`src/rtl/jk_bank_pkg.sv`:
```
`default_nettype none
// +--------------------------------------------------------------------+
// | jk_bank_pkg : op codes, FSM encoding and defaults for jk_bank_ctrl  |
// | rev 1.0                                                            |
// +--------------------------------------------------------------------+
package jk_bank_pkg;

    localparam int JK_DEFAULT_WIDTH = 4;

    localparam logic [2:0] OP_HOLD   = 3'd0;
    localparam logic [2:0] OP_CLEAR  = 3'd1;
    localparam logic [2:0] OP_SET    = 3'd2;
    localparam logic [2:0] OP_LOAD   = 3'd3;
    localparam logic [2:0] OP_TOGGLE = 3'd4;
    localparam logic [2:0] OP_COUNT  = 3'd5;

    typedef enum logic [1:0] {
        S_IDLE  = 2'd0,
        S_APPLY = 2'd1,
        S_COUNT = 2'd2,
        S_DONE  = 2'd3
    } state_e;

    function automatic logic op_is_illegal(input logic [2:0] o);
        return (o >= 3'd6);
    endfunction

endpackage
`default_nettype wire

```
`src/rtl/jk_bank_ctrl_cell.sv`:
```
`default_nettype none
// +--------------------------------------------------------------------+
// | jk_cell : single JK flip-flop (00 hold, 01 clear, 10 set, 11 tgl)  |
// | rev 1.0                                                            |
// +--------------------------------------------------------------------+
module jk_cell (
    input  logic clk,
    input  logic rst,
    input  logic j,
    input  logic k,
    output logic q,
    output logic qn
);

    logic q_q;

    always_ff @(posedge clk) begin
        if (rst) begin
            q_q <= 1'b0;
        end else begin
            case ({j, k})
                2'b01:   q_q <= 1'b0;
                2'b10:   q_q <= 1'b1;
                2'b11:   q_q <= ~q_q;
                default: q_q <= q_q;
            endcase
        end
    end

    assign q  = q_q;
    assign qn = ~q_q;

endmodule
`default_nettype wire

```
`src/rtl/jk_bank_ctrl.sv`:
```
`default_nettype none
// +--------------------------------------------------------------------+
// | jk_bank_ctrl : command FSM driving a bank of JK cells (apply/count) |
// | rev 1.0                                                            |
// +--------------------------------------------------------------------+
module jk_bank_ctrl
    import jk_bank_pkg::*;
#(
    parameter int WIDTH = JK_DEFAULT_WIDTH
) (
    input  logic             clk,
    input  logic             rst,
    input  logic             req_valid,
    output logic             req_ready,
    input  logic [2:0]       op,
    input  logic [WIDTH-1:0] data,
    output logic [WIDTH-1:0] q,
    output logic [WIDTH-1:0] qn,
    output logic             busy,
    output logic             done,
    output logic             err
);

    state_e           state_q, state_d;
    logic [2:0]       op_q, op_d;
    logic [WIDTH-1:0] data_q, data_d;
    logic [WIDTH-1:0] step_q, step_d;
    logic [WIDTH-1:0] w_j, w_k, w_carry;
    logic             w_accept;

    assign req_ready = (state_q == S_IDLE);
    assign w_accept  = req_valid & req_ready;
    assign busy      = (state_q != S_IDLE);
    assign done      = (state_q == S_DONE);
    assign err       = done & op_is_illegal(op_q);

    always_ff @(posedge clk) begin
        if (rst) begin
            state_q <= S_IDLE;
            op_q    <= '0;
            data_q  <= '0;
            step_q  <= '0;
        end else begin
            state_q <= state_d;
            op_q    <= op_d;
            data_q  <= data_d;
            step_q  <= step_d;
        end
    end

    always_comb begin
        state_d = state_q;
        op_d    = op_q;
        data_d  = data_q;
        step_d  = step_q;
        case (state_q)
            S_IDLE: begin
                if (w_accept) begin
                    op_d   = op;
                    data_d = data;
                    if (op == OP_COUNT) begin
                        step_d  = data;
                        state_d = (data != '0) ? S_COUNT : S_DONE;
                    end else begin
                        state_d = S_APPLY;
                    end
                end
            end
            S_APPLY: state_d = S_DONE;
            S_COUNT: begin
                // Leave on the edge that executes the last increment.
                step_d = step_q - WIDTH'(1);
                if (step_q == WIDTH'(1)) begin
                    state_d = S_DONE;
                end
            end
            default: state_d = S_IDLE;
        endcase
    end

    // carry[i] = AND of all lower q bits; bit 0 always toggles.
    always_comb begin
        w_carry = '0;
        for (int i = 0; i < WIDTH; i++) begin
            w_carry[i] = &(q | ~((WIDTH'(1) << i) - WIDTH'(1)));
        end
    end

    always_comb begin
        w_j = '0;
        w_k = '0;
        if (state_q == S_APPLY) begin
            case (op_q)
                OP_CLEAR:  w_k = '1;
                OP_SET:    w_j = '1;
                OP_LOAD: begin
                    w_j = data_q;
                    w_k = ~data_q;
                end
                OP_TOGGLE: begin
                    w_j = data_q;
                    w_k = data_q;
                end
                default: begin
                    w_j = '0;
                    w_k = '0;
                end
            endcase
        end else if (state_q == S_COUNT) begin
            w_j = w_carry;
            w_k = w_carry;
        end
    end

    for (genvar g = 0; g < WIDTH; g++) begin : g_cell
        jk_cell u_cell (
            .clk (clk),
            .rst (rst),
            .j   (w_j[g]),
            .k   (w_k[g]),
            .q   (q[g]),
            .qn  (qn[g])
        );
    end

endmodule
`default_nettype wire

```
`config.mk`:
```
export PLATFORM = sky130hd
export DESIGN_NAME = jk_bank_ctrl
export DESIGN_NICKNAME = d
export VERILOG_FILES = /design/src/rtl/jk_bank_pkg.sv /design/src/rtl/jk_bank_ctrl_cell.sv /design/src/rtl/jk_bank_ctrl.sv
export SDC_FILE = /design/constraint.sdc
export NUM_CORES = 1
export LEC_CHECK = 0
export ABC_CLOCK_PERIOD_IN_PS = 2210
export CAP_MARGIN = 10
export CORE_MARGIN = 2
export CORE_UTILIZATION = 55
export CTS_BUF_LIST = sky130_fd_sc_hd__clkbuf_16
export CTS_CLUSTER_DIAMETER = 150
export CTS_CLUSTER_SIZE = 40
export DETAILED_ROUTE_END_ITERATION = 12
export GPL_TIMING_DRIVEN = 0
export PLACE_DENSITY_LB_ADDON = 0.08
export SYNTH_ARGS = -nofsm -noshare
export SYNTH_HDL_FRONTEND = slang
export SYNTH_SLANG_ARGS = --single-unit
```
`constraint.sdc`:
```
create_clock -name clk -period 2.21 [get_ports clk]
set_input_delay 0.442 -clock clk [delete_from_list [all_inputs] [get_ports clk]]
set_output_delay 0.442 -clock clk [all_outputs]
set_load 0.005 [all_outputs]
```
==> out/results.ini <==
[clock_tree]
clock-sinks=17
cts_resized=0
cts_setup_buffers=0
cts-root-buf=clkbuf_16
cts_tree=yes
clk_path_buf_depth=2
cts_htree_levels=1
path_clk_slew_ns=0.05
holdBufCountCts=0
cts_made_buffers=3
clock_latency_ns=0.25

[routing]
wl_per_cell_um=12.8
drc=0
vias=1140
first_pass_iters=5
viasPerCell=5.73
routed_wl_um=2540
drtAntennaViolNets=0
drt_iter0_drc=20

[floorplan]
design.core.area_um2=1960
dieArea_um2=2450
die-height_um=49.5
start_util=0.580
chipWidth_um=49.5
io_pins=22
rows=16

[synth]
synth_top_family_by_area=compound AO/OA/AOI/OAI gates
synth_fa_ha_area_frac=0.0659
synthArstFlopShare=0
syn_area_um2=1140
synth_compound_area_frac=0.255
yosys.area_share.xor_xnor=0.0154
ys_warn_count=0
ys_seq_area_frac=0.299
ys.flop_type=dfxtp_1
ys_ff_latch=17
syn_nets=165
synthSimpleGateAreaFrac=0.236
syn_area_per_cell_um2=7.64
syn_inst=149
synth.mux.area_fraction=0
synth_edf_count=0
synth_cell_types=41

[timing]
hold_violations=0
fmax_mhz=487
finalCritPeriodShare=0.929
fin_skew_ns=0.00227
slew_headroom=0.699
min_period_ns=2.05
setup_violations=0
worst_slack_ns=0.157
rsz0062_at_grt=false
drv_slew=0
final.setup.tns_ns=0
worst_slew_pin_slew_ns=0.451
hold_slack_ns=0.482

[worst_setup_path]
cp.required_ns=1.77
r2r.worst_path.cells=6
cp-end-kind=output port
crit_chain=inv_1 -> ha_1 -> inv_1 -> clkdlybuf4s50_1
critical_path_class=flop to output port
r2r_slack_ns=0.57
r2r-start=state_q[0]
reg2reg_to=step_q[0]
cpPeakStageDelay_ns=0.50
critical_path.most_common_cell=inv_1
cp-start-kind=flop
arrival_ns=1.61
crit_path_max_fanout=5
critPathSlowestCell=clkdlybuf4s50_1

[hold_path]
worstHoldPathCells=2
holdPathEnd=step_q[1]
hp-start=step_q[1]
min_path_type=flop to flop

[placement]
dp_hpwl_um=1920
dp_cells=195
gp_congestion=0.822
dpl_worst_slack_ns=0.324
io_buffer_count=19

[flow_run]
cap_violations=0

[power_and_ir_drop]
worst_ir_drop_vdd_mv=0.905
p_clk_frac=0.207
p_sw_mw=0.641
switching_share=0.364
seqPwrFrac=0.276
p_int_mw=1.12
powerDensity_nw_per_um2=1220
p_comb_frac=0.517
p_leak_nw=0.556
total_power_mw=1.76

[outcome]
outcome=complete, no violations

[cells_and_area]
drive_above_1_share=0.134
area_growth_pct=26.7
most-common-layout-cells=clkdlybuf4s50_1, dfxtp_1, nand2_1, a21oi_1, inv_1
regArea_um2=340
multiInputGateArea_um2=652
final_net_count=189
fin_cells=199
antennaDiodeCount=0
n_fill_cell=164
final_common_cell=clkdlybuf4s50_1

[grt]
grt_pass1_vias=1081
grt_util_all_layers=0.231
antenna_found_initial=0
grt_pass1_wl_um=4360
grt_max_degree=11
grt_overflow=0

-- flip-flops by register name (all words and copies together) (netlist names) --
signal           count
data_q               4
g_cell.u_cell.q      4
step_q               4
op_q                 3
state_q              2
-- layer usage --
layer | vias up | track usage | wire, µm
li1 | 557 | - | -
met1 | 542 | 0.237 | 1040
met2 | 37 | 0.446 | 1340
met3 | 4 | 0.0485 | 113
met4 | 0 | 0.102 | 40
met5 | - | 0 | 0
-- cell type report --
type                            instances  share of cell area
Timing Repair Buffer                   19               0.132
Multi-Input combinational cell        104               0.452
Buffer                                 17              0.0729
Clock buffer                            3              0.0520
Sequential cell                        17               0.236
Inverter                               11              0.0286
Tap cell                               27              0.0234
Clock inverter                          1             0.00347
-- power by group through the flow --
stage,Combinational [mW],Clock [mW],Sequential [mW]
floorplan,0.613,0,0.466
global placement,0.880,0,0.483
detailed placement,0.902,0,0.492
CTS,0.911,0.371,0.485
global route,1.01,0.380,0.500
finish,0.909,0.363,0.486
-- cells by family after synthesis --
logic type,after synthesis
AO/OA/AOI/OAI,43
XOR/XNOR,2
adder cells (fa/ha/maj),6
buffers and inverters,28
flip-flops,17
AND/OR/NAND/NOR,53
-- metrics by stage --
| stage | instance area [µm²] | util |
|---|---|---|
| 2_1_floorplan | 1140 | - |
| 3_3_place_gp | 1360 | 0.695 |
| 3_5_place_dp | 1360 | 0.695 |
| 4_1_cts | 1440 | 0.735 |
| 5_1_grt | 1440 | 0.735 |
| 6_report | 1440 | 0.735 |
-- worst max path at each step --
stage               startpoint    endpoint  slack [ns]  cells past startpoint
detailed placement     data[0]  state_q[0]        0.32                      4
global route        state_q[0]        busy        0.08                      4
floorplan           state_q[0]   step_q[0]        0.71                      6
CTS                 state_q[0]        busy        0.16                      4
global placement         op[2]   step_q[0]        0.35                      5
finish              state_q[0]        busy        0.16                      4
-- cell usage after synthesis (2+ instances only) --
cell type	instances	area share
a211oi_1	2	0.013
a21oi_1	16	0.070
a31oi_1	3	0.016
and2_1	2	0.011
buf_2	5	0.022
buf_4	9	0.059
dfxtp_1	17	0.30
ha_1	6	0.066
inv_1	11	0.036
nand2_1	16	0.053
nand2b_1	3	0.016
nand3_1	8	0.035
nor2_1	9	0.030
nor2b_1	4	0.022
nor3_1	2	0.0088
o21ai_0	5	0.022
o22ai_1	2	0.011
o31ai_1	2	0.013
o41ai_1	2	0.015
or3_1	3	0.016
xnor2_1	2	0.015
-- critical path: cells and delay by family, from the launching register on --
kind,cells,cell delay [ns]
adder cells (fa/ha/maj),1,0.28
buffers and inverters,3,0.69
flip-flops,1,0.39
Power figures use the tool's default switching activity.
